===== src/rtl/mtm_alu_ctrl.sv =====
// mtm_alu_ctrl: sequences one mtm_Alu serial transaction.
// Accepts a parallel request (A, B, OP), serializes eight data frames and one
// cmd frame (with CRC4) onto sin, then collects the response frames from sout
// and reports result, control byte and status on a one-cycle valid pulse.
// Ports:
//   clk, rst_n              clock, async active-low reset
//   i_req_valid/o_req_ready request handshake
//   i_req_a/i_req_b/i_req_op operands and opcode
//   o_sin / i_sout          serial lines to/from the ALU
//   o_rsp_valid             one-cycle response pulse
//   o_rsp_c/o_rsp_ctl/o_rsp_status  response payload, held until next pulse
module mtm_alu_ctrl #(
    parameter int unsigned GAP_CYCLES  = 5,
    parameter int unsigned RSP_TIMEOUT = 1000
) (
    input  logic        clk,
    input  logic        rst_n,
    input  logic        i_req_valid,
    output logic        o_req_ready,
    input  logic [31:0] i_req_a,
    input  logic [31:0] i_req_b,
    input  logic [2:0]  i_req_op,
    output logic        o_sin,
    input  logic        i_sout,
    output logic        o_rsp_valid,
    output logic [31:0] o_rsp_c,
    output logic [7:0]  o_rsp_ctl,
    output logic [1:0]  o_rsp_status
);

    localparam int unsigned DATA_W     = 32;
    localparam int unsigned OP_W       = 3;
    localparam int unsigned BYTE_W     = 8;
    localparam int unsigned MSG_W      = 2 * DATA_W + BYTE_W;
    localparam int unsigned FRAME_LAST = 10;
    localparam int unsigned SLOT_LAST  = FRAME_LAST + GAP_CYCLES;
    localparam int unsigned CNT_W      = $clog2(SLOT_LAST + 1);
    localparam int unsigned TMO_W      = $clog2(RSP_TIMEOUT + 2);
    localparam int unsigned FRAME_W    = 4;
    localparam int unsigned TX_LAST    = 8;
    localparam int unsigned RX_CMD_IDX = 4;

    localparam logic [1:0] ST_OK      = 2'b00;
    localparam logic [1:0] ST_ALU_ERR = 2'b01;
    localparam logic [1:0] ST_TIMEOUT = 2'b10;
    localparam logic [1:0] ST_FRAMING = 2'b11;

    typedef enum logic [2:0] {
        S_IDLE, S_TX, S_RX_HUNT, S_RX_FRAME, S_DONE
    } state_t;

    state_t              r_state, w_state_nxt;
    logic [DATA_W-1:0]   r_a, r_b, r_c_acc, w_c_acc_nxt;
    logic [OP_W-1:0]     r_op;
    logic [CNT_W-1:0]    r_bit_cnt, w_cnt_nxt;
    logic [FRAME_W-1:0]  r_frame, w_frame_nxt;
    logic [TMO_W-1:0]    r_tmo, w_tmo_nxt;
    logic                r_rx_type, w_rx_type_nxt;
    logic [BYTE_W-1:0]   r_rx_sh, w_rx_sh_nxt;
    logic [1:0]          w_end_status;
    logic [BYTE_W-1:0]   w_end_ctl;
    logic [DATA_W-1:0]   w_end_c;

    logic                r_sin, r_req_ready, r_rsp_valid;
    logic [DATA_W-1:0]   r_rsp_c;
    logic [BYTE_W-1:0]   r_rsp_ctl;
    logic [1:0]          r_rsp_status;
    logic                w_sin_nxt;
    logic [DATA_W-1:0]   w_a_src, w_b_src;
    logic [OP_W-1:0]     w_op_src;
    logic [MSG_W-1:0]    w_tx_msg, w_tx_shift;
    logic [BYTE_W-1:0]   w_tx_byte;
    logic [2:0]          w_bit_idx;

    // CRC4 over x^4+x+1, fed MSB first
    function automatic logic [3:0] crc4(input logic [MSG_W-1:0] msg);
        logic [3:0] r;
        r = '0;
        for (int i = MSG_W - 1; i >= 0; i--) begin
            r = {r[2], r[1], r[3] ^ r[0], r[3] ^ msg[i]};
        end
        return r;
    endfunction

    // State register
    always_ff @(posedge clk or negedge rst_n) begin
        if (!rst_n) r_state <= S_IDLE;
        else        r_state <= w_state_nxt;
    end

    // Next-state and datapath-next logic
    always_comb begin
        w_state_nxt   = r_state;
        w_cnt_nxt     = r_bit_cnt;
        w_frame_nxt   = r_frame;
        w_tmo_nxt     = r_tmo;
        w_rx_type_nxt = r_rx_type;
        w_rx_sh_nxt   = r_rx_sh;
        w_c_acc_nxt   = r_c_acc;
        w_end_status  = ST_FRAMING;
        w_end_ctl     = '0;
        w_end_c       = r_c_acc;
        case (r_state)
            S_IDLE: begin
                if (i_req_valid) begin
                    w_state_nxt = S_TX;
                    w_cnt_nxt   = '0;
                    w_frame_nxt = '0;
                    w_c_acc_nxt = '0;
                end
            end
            S_TX: begin
                // No gap after the last stop bit
                if (r_bit_cnt == CNT_W'(FRAME_LAST) && r_frame == FRAME_W'(TX_LAST)) begin
                    w_state_nxt = S_RX_HUNT;
                    w_frame_nxt = '0;
                    w_tmo_nxt   = TMO_W'(RSP_TIMEOUT);
                end else if (r_bit_cnt == CNT_W'(SLOT_LAST)) begin
                    w_cnt_nxt   = '0;
                    w_frame_nxt = r_frame + FRAME_W'(1);
                end else begin
                    w_cnt_nxt = r_bit_cnt + CNT_W'(1);
                end
            end
            S_RX_HUNT: begin
                if (!i_sout) begin
                    w_state_nxt = S_RX_FRAME;
                    w_cnt_nxt   = '0;
                end else if (r_tmo <= TMO_W'(1)) begin
                    w_state_nxt  = S_DONE;
                    w_end_status = ST_TIMEOUT;
                end else begin
                    w_tmo_nxt = r_tmo - TMO_W'(1);
                end
            end
            S_RX_FRAME: begin
                w_cnt_nxt = r_bit_cnt + CNT_W'(1);
                if (r_bit_cnt == CNT_W'(0)) begin
                    w_rx_type_nxt = i_sout;
                end else if (r_bit_cnt < CNT_W'(9)) begin
                    w_rx_sh_nxt = {r_rx_sh[BYTE_W-2:0], i_sout};
                end else begin
                    // Stop bit: classify the completed frame
                    w_state_nxt = S_DONE;
                    if (!i_sout) begin
                        w_end_status = ST_FRAMING;
                    end else if (r_rx_type && r_frame == FRAME_W'(0)) begin
                        w_end_status = ST_ALU_ERR;
                        w_end_ctl    = r_rx_sh;
                        w_end_c      = '0;
                    end else if (!r_rx_type && r_frame < FRAME_W'(RX_CMD_IDX)) begin
                        w_state_nxt = S_RX_HUNT;
                        w_c_acc_nxt = {r_c_acc[DATA_W-BYTE_W-1:0], r_rx_sh};
                        w_frame_nxt = r_frame + FRAME_W'(1);
                        w_tmo_nxt   = TMO_W'(RSP_TIMEOUT);
                    end else if (r_rx_type && r_frame == FRAME_W'(RX_CMD_IDX)) begin
                        w_end_status = ST_OK;
                        w_end_ctl    = r_rx_sh;
                    end else begin
                        w_end_status = ST_FRAMING;
                    end
                end
            end
            S_DONE:  w_state_nxt = S_IDLE;
            default: w_state_nxt = S_IDLE;
        endcase
    end

    // Output logic: next values of the registered outputs
    always_comb begin
        w_a_src    = (r_state == S_IDLE) ? i_req_a  : r_a;
        w_b_src    = (r_state == S_IDLE) ? i_req_b  : r_b;
        w_op_src   = (r_state == S_IDLE) ? i_req_op : r_op;
        w_tx_msg   = {w_b_src, w_a_src, 1'b1, w_op_src,
                      crc4({w_b_src, w_a_src, 1'b1, w_op_src, 4'b0000})};
        w_tx_shift = w_tx_msg << {w_frame_nxt, 3'b000};
        w_tx_byte  = w_tx_shift[MSG_W-1 -: BYTE_W];
        w_bit_idx  = 3'(CNT_W'(9) - w_cnt_nxt);
        w_sin_nxt  = 1'b1;
        if (w_state_nxt == S_TX && w_cnt_nxt <= CNT_W'(FRAME_LAST)) begin
            if (w_cnt_nxt == CNT_W'(0))              w_sin_nxt = 1'b0;
            else if (w_cnt_nxt == CNT_W'(1))         w_sin_nxt = (w_frame_nxt == FRAME_W'(TX_LAST));
            else if (w_cnt_nxt == CNT_W'(FRAME_LAST)) w_sin_nxt = 1'b1;
            else                                     w_sin_nxt = w_tx_byte[w_bit_idx];
        end
    end

    // Datapath registers
    always_ff @(posedge clk or negedge rst_n) begin
        if (!rst_n) begin
            r_a       <= '0;
            r_b       <= '0;
            r_op      <= '0;
            r_bit_cnt <= '0;
            r_frame   <= '0;
            r_tmo     <= '0;
            r_rx_type <= 1'b0;
            r_rx_sh   <= '0;
            r_c_acc   <= '0;
        end else begin
            if (r_state == S_IDLE && i_req_valid) begin
                r_a  <= i_req_a;
                r_b  <= i_req_b;
                r_op <= i_req_op;
            end
            r_bit_cnt <= w_cnt_nxt;
            r_frame   <= w_frame_nxt;
            r_tmo     <= w_tmo_nxt;
            r_rx_type <= w_rx_type_nxt;
            r_rx_sh   <= w_rx_sh_nxt;
            r_c_acc   <= w_c_acc_nxt;
        end
    end

    // Output registers; response fields only change when a pulse is issued
    always_ff @(posedge clk or negedge rst_n) begin
        if (!rst_n) begin
            r_sin        <= 1'b1;
            r_req_ready  <= 1'b1;
            r_rsp_valid  <= 1'b0;
            r_rsp_c      <= '0;
            r_rsp_ctl    <= '0;
            r_rsp_status <= ST_OK;
        end else begin
            r_sin       <= w_sin_nxt;
            r_req_ready <= (w_state_nxt == S_IDLE);
            r_rsp_valid <= (w_state_nxt == S_DONE);
            if (w_state_nxt == S_DONE) begin
                r_rsp_c      <= w_end_c;
                r_rsp_ctl    <= w_end_ctl;
                r_rsp_status <= w_end_status;
            end
        end
    end

    assign o_sin        = r_sin;
    assign o_req_ready  = r_req_ready;
    assign o_rsp_valid  = r_rsp_valid;
    assign o_rsp_c      = r_rsp_c;
    assign o_rsp_ctl    = r_rsp_ctl;
    assign o_rsp_status = r_rsp_status;

endmodule


===== config.mk =====
export PLATFORM = sky130hd
export DESIGN_NAME = mtm_alu_ctrl
export DESIGN_NICKNAME = d
export VERILOG_FILES = /design/src/rtl/mtm_alu_ctrl.sv
export SDC_FILE = /design/constraint.sdc
export NUM_CORES = 1
export LEC_CHECK = 0
export ABC_AREA = 1
export BUFFER_PORTS_ARGS = -buffer_cell sky130_fd_sc_hd__buf_2
export CAP_MARGIN = 20
export CELL_PAD_IN_SITES_DETAIL_PLACEMENT = 1
export CELL_PAD_IN_SITES_GLOBAL_PLACEMENT = 1
export CORE_MARGIN = 5
export CORE_UTILIZATION = 45
export CTS_CLUSTER_SIZE = 16
export DETAILED_ROUTE_END_ITERATION = 6
export PLACE_DENSITY = 0.89
export SYNTH_ARGS = -nofsm -noshare
export SYNTH_HDL_FRONTEND = slang
export SYNTH_SLANG_ARGS = --single-unit

===== constraint.sdc =====
create_clock -name clk -period 8.2 [get_ports clk]
set_input_delay 1.23 -clock clk [delete_from_list [all_inputs] [get_ports clk]]
set_output_delay 1.23 -clock clk [all_outputs]
set_load 0.02 [all_outputs]

* Yosys cells after proc, flatten, opt, wreduce, memory -nomap -nowiden *
Cells that the tools add are included.

operators by class
  add/subtract/negate cells = 4
  order comparisons = 5
  eq/ne operators = 21
  shift-type cells = 1
  muxes and demuxes = 70
  bitwise gates (word level) = 133
  reduce and logical (&&, ||, !) cells = 18

operators by type and width
  operator                                              number
  two-way mux 32 bit                                    13
  bitwise XOR 1 bit                                     131
  two-way mux 10 bit                                    8
  << shifter 72 x 7 -> 72 bit                           1
  one-hot mux 32 bit (2 select lines)                   1
  two-way mux 8 bit                                     7
  two-way mux 4 bit                                     12
  two-way mux 3 bit                                     10
  one-hot mux 10 bit (3 select lines)                   1
  equality test 4 bit, second input constant            5
  != test 2 bit, second input constant                  9
  one-hot mux 4 bit (4 select lines)                    1
  zero test 4 bit                                       3
  two-way mux 2 bit                                     6
  one-hot mux 3 bit (4 select lines)                    1
  one-hot mux 4 bit (3 select lines)                    1
  <= comparator 10 x 1 -> 1 bit, second input constant  1
  subtractor 10 x 1 -> 10 bit, second input constant    1
  AND reduction 9 bit                                   1
  adder 4 x 1 -> 4 bit, second input constant           2
  two-way mux 1 bit                                     7
  AND reduction 7 bit                                   1
  equality test 3 x 1 -> 1 bit, second input constant   2
  equality test 3 x 2 -> 1 bit, second input constant   2
  other kinds (18)                                      25

storage, ports and cells
  flip-flop bits (word level) = 174
  bits of input ports = 71
  output and inout bits = 45
  word-level logic and storage cells = 268

* Depth between registers and ports, before layout *
  word-level depth = 43
  depth in mapped cells = 73
  depth with buffers taken out = 72

* Worst setup path after synthesis *
No wires, ideal clock.

  path kind = input-to-reg
  start point = input i_req_b[30]
  end point = register r_sin, in the netlist o_sin
  arrival = 5,896 ps
  required time = 8,139 ps
  setup slack = 2,243 ps
  cell stages on the path = 67
  path buffers = 0
  cells stage by stage = inv_1 nand3_1 nand2_1 nand2_1 nand3_1 nand2_1 inv_1 nand3_1 nand2_2 inv_2 nand2_1 nand2_1 nand2_1 nand2_1 nand2_1 nand2_2 nand2_1 nand2_1 (+31 left out) inv_1 nand2_1 nand2_2 nand2_2 nand2_2 nand2_2 nand2_1 nand2_1 nand3_1 nand2_1 nand2_1 nand2_1 clkinv_1 nand2_1 nand2_1 nand2_1 nand2_1 nand2_1

between the ends
  word-level cells in the longest chain between the ends = 41
  elaborated cells between the ends (all ways) = 134
  classes of those cells = 1 x shift; 7 x mux; 126 x bitwise

RTL lines
  what                                                   RTL line  text
  start, declared                                        21        input logic [31:0] i_req_b,
  two-way mux 32 bit *                                   172       w_b_src = (r_state == S_IDLE) ? i_req_b : r_b;
  bitwise XOR 1 bit (29 in a row)                        80        r = {r[2], r[1], r[3] ^ r[0], r[3] ^ msg[i]};
  bitwise XOR 1 bit / NOT 1 bit (equally long branches)  --
  bitwise XOR 1 bit (3 in a row)                         80
  << shifter 72 x 7 -> 72 bit *                          176       w_tx_shift = w_tx_msg << {w_frame_nxt, 3'b000};
  binary-select mux 1 bit (select 3 bit) *               184       else w_sin_nxt = w_tx_byte[w_bit_idx];
  two-way mux 1 bit (implied by the code) *              184
  two-way mux 1 bit *                                    183       else if (w_cnt_nxt == CNT_W'(FRAME_LAST)) w_sin_nxt = 1'b1;
  two-way mux 1 bit *                                    182       else if (w_cnt_nxt == CNT_W'(1)) w_sin_nxt = (w_frame_nxt == FRAME_W'(TX_LAST));
  two-way mux 1 bit *                                    181       if (w_cnt_nxt == CNT_W'(0)) w_sin_nxt = 1'b0;
  two-way mux 1 bit *                                    180       if (w_state_nxt == S_TX && w_cnt_nxt <= CNT_W'(FRAME_LAST)) begin
  via w_sin_nxt                                          68        logic w_sin_nxt;
  end signal, assigned                                   225       r_sin <= w_sin_nxt;
  end, declared                                          64        logic r_sin, r_req_ready, r_rsp_valid;

The timed path passes the listed nets; every way through them passes the cells marked *. The select of a mux whose other input is x is not followed.
A chain may end at the register's enable or synchronous reset.

* Worst setup path in the final report *
  start point = register r_state[2]
  end point = register r_sin, in the netlist o_sin

between the ends
  word-level cells in the longest chain between the ends = 43
  elaborated cells between the ends (all ways) = 163
  classes of those cells = 1 x add/sub; 1 x order compare; 7 x eq/ne; 1 x shift; 18 x mux; 132 x bitwise; 3 x reduce/logical

RTL lines
  what                                                   RTL line  text
  start, declared                                        52        state_t r_state, w_state_nxt;
  start signal, assigned                                 88        else r_state <= w_state_nxt;
  zero test 3 bit                                        --
  two-way mux 32 bit                                     172
  bitwise XOR 1 bit (30 in a row)                        80
  bitwise XOR 1 bit / NOT 1 bit (equally long branches)  --
  bitwise XOR 1 bit (3 in a row)                         80
  << shifter 72 x 7 -> 72 bit                            176
  binary-select mux 1 bit (select 3 bit)                 184
  two-way mux 1 bit (implied by the code)                184
  two-way mux 1 bit                                      183
  two-way mux 1 bit                                      182
  two-way mux 1 bit                                      181
  two-way mux 1 bit *                                    180
  via w_sin_nxt                                          68

Marked as above.

==> results.md <==
* Fraction of layout cells with a size suffix above 1 at 14.9%
* Register area share after synthesis at 37.1%
* CP startpoint: r_state[2]$_DFF_PN0_
* Synth Register Bits at 174
* Flop2flop setup slack at 0.82 ns
* Cells after DPL at 2178
* Number of routed nets with antenna violations at 0
* Crit path to: o_sin$_DFF_PN1_
* Hold Fails Final Rpt at 0
* Worst setup path category: reg -> reg
* Launch point of the worst reg-to-reg path: r_state[2]$_DFF_PN0_
* CTS root buffer: clkbuf_16
* Largest net degree at the start of global routing at 100
* Startpoint types: flip-flop
* Diodes inserted at 0
* Clock transition at the registers of the reported paths at 0.09 ns
* Port-buffer cells at 115
* CTS tree: done
* Status: completed
* Via Count at 12400
* Post-synth top area share at 36.6%
* Core ar. at 25900 um2
* Arrival @ worst endpoint at 7.77 ns
* Sum of negative setup slack at 0 ns
* DRT Wirelength at 38.0 mm
* Initial antenna violation count at 0
* Rows at 59
* Slowest CP cell: dfrtp_1
* GP Congestion at 0.882
* Drt pass-1 iters at 5
* Setup violations, final at 0
* Distinct cells, synth at 43
* Max-slew headroom at 38.8%
* Global-route wire length before repair at 61.3 mm
* H-tree depth at 4
* Clock Latency Late Sink at 0.47 ns
* Max incr delay on CP at 0.44 ns
* CP most frequent cell: nand2_1
* Initial DRC count at 729
* Post-synthesis cell count at 1783
* Die footprint at 29400 um2
* Final worst path period need at 7.38 ns
* Synth area leader: dfrtp_1
* Top_reg_cell synth: dfrtp_1
* RSZ-0062 raised after global routing: false
* Synth Warn # at 0
* Post-synth EDFFs at 0
* Clk sink count at 174
* Most frequent cell after synthesis: nand2_1
* Chip height at 172 um
* R2R depth at 64
* HP Class: reg -> reg
* Fmax at 135 MHz
* Area delta synth->final at 12.6%
* Ys async rst share at 100%
* Period utilization at 90.0%
* Syn_nets at 1862
* Vias in the first global route at 12800
* Nets at 1947
* R2r endpoint: o_sin$_DFF_PN1_
* Worst Tran Pin Value at 0.918 ns
* Worst path required time at 8.59 ns
* Final Slew Violations at 0
* Avg Inst Size Synth at 6.59 um2
* CTS buffer count at 17
* Worst-path fanout max at 11
* Synthesized cell area at 11800 um2
* Routed len/inst at 17.2 um
* Cells taking the most area after synthesis: dfrtp_1 (37%), nand2_1 (16%), nand3_1 (12%)
* Initial cell density of the core at 45.3%
* Vias per inst at 5.60
* DIE WIDTH at 172 um
* Max-capacitance violation count at 0
* Post-DP HPWL at 26.7 mm
* GRT Util Overall at 25.3%
* CP Capture Type: flip-flop
* Total gr overflow at 0
* Top cells by count, synth: nand2_1 (515), nand3_1 (283), inv_1 (217), dfrtp_1 (172), o21ai_0 (153)
* DR DRC count at 0
* I/O pins at 116
* Clock Skew at 0.0336 ns
* Fin cells at 2216
* Bufs on Longest Clock Path at 2
[worst max-delay path, delay by kind of cell (launching register included)]
family / cells / cell delay, ns
flops: 1 / 0.44
simple gates: 58 / 6.31
buf+inv: 6 / 0.58
[cells in the final DEF, fill, tap and decap left out, types with 4 or more instances in the layout]
cell type    n
o22ai_1      5
nand3_2     16
nand3_1    282
ha_1         8
o211ai_1     5
clkbuf_16   17
inv_1      217
clkinv_8     5
a21oi_1     88
or2_2        4
buf_4        9
nand2_1    515
nor3_1       6
nor2_1     104
inv_8        5
dfrtp_1    172
o21ai_0    153
buf_2      114
o221ai_1     4
nand2_2     69
inv_2       19
nand3b_1    11
nand4_1      8
[metal layers]
| metal | routed length (um) | GRT usage, % |
|---|---|---|
| met1 | 16300 | 31.3 |
| met2 | 19300 | 45.5 |
| met3 | 1470 | 3.59 |
| met4 | 1020 | 8.06 |
| met5 | 0 | 0 |
[registers in the layout, indices dropped and copies added, names as in the netlist, 2 cells and up]
signal	count
o_rsp_status	2
o_rsp_c	32
r_state	3
r_tmo	10
r_frame	4
o_rsp_ctl	8
r_bit_cnt	4
r_rx_sh	8
r_c_acc	32
r_a	32
r_b	32
r_op	3
[what timing repair did]
item	CTS	global route
hold endpoints to repair	0	0
gates resized for setup	0	3
buffers inserted	0	2
setup endpoints to repair	0	1
hold buffers	0	0
[worst min-delay path by stage]
stage,slack (ns),cells after the start,endpoint,start
floorplan,0.45,1,r_tmo[4]$_DFFE_PN0P_,r_tmo[4]$_DFFE_PN0P_
global route,0.51,2,o_rsp_c[17]$_DFFE_PN0P_,o_rsp_c[17]$_DFFE_PN0P_
finish,0.48,2,o_rsp_c[14]$_DFFE_PN0P_,o_rsp_c[14]$_DFFE_PN0P_
detailed placement,0.47,2,o_rsp_c[17]$_DFFE_PN0P_,o_rsp_c[17]$_DFFE_PN0P_
global placement,0.46,2,o_rsp_c[28]$_DFFE_PN0P_,o_rsp_c[28]$_DFFE_PN0P_
CTS,0.49,2,o_rsp_c[5]$_DFFE_PN0P_,o_rsp_c[5]$_DFFE_PN0P_
[kinds of logic after synthesis]
kind of cell,after synthesis,synth area share [%]
compound gates,271,12.2
xor+xnor,2,0.149
fa+ha+maj,8,0.852
buf+inv,302,10.6
flops,174,37.1
mux,1,0.0958
simple gates,1025,39.1
[stage by stage]
step                      worst slack [ns]  hold slack, ns  cell area (um2)  util (%)
after detailed placement             0.876           0.469            12500      48.2
after CTS                            0.638           0.490            13100      50.6
final                                0.818           0.483            13200      51.0
after global routing                0.0602           0.506            13200      51.0
after global placement                1.31           0.457            12500      48.2
after floorplan                       2.24           0.450            11800         -
[final cells by class]
cell class	count	area, um2
Clock buffer	17	425
Tap cell	335	419
Fill cell	3501	12700
Clock inverter	15	196
Multi-Input combinational cell	1308	6190
Sequential cell	174	4360
Timing Repair Buffer	127	732
Inverter	240	903
Power is left out: the tool's default activity adds up to more than one toggle a clock period on the data nets, which glitch-free logic cannot reach.
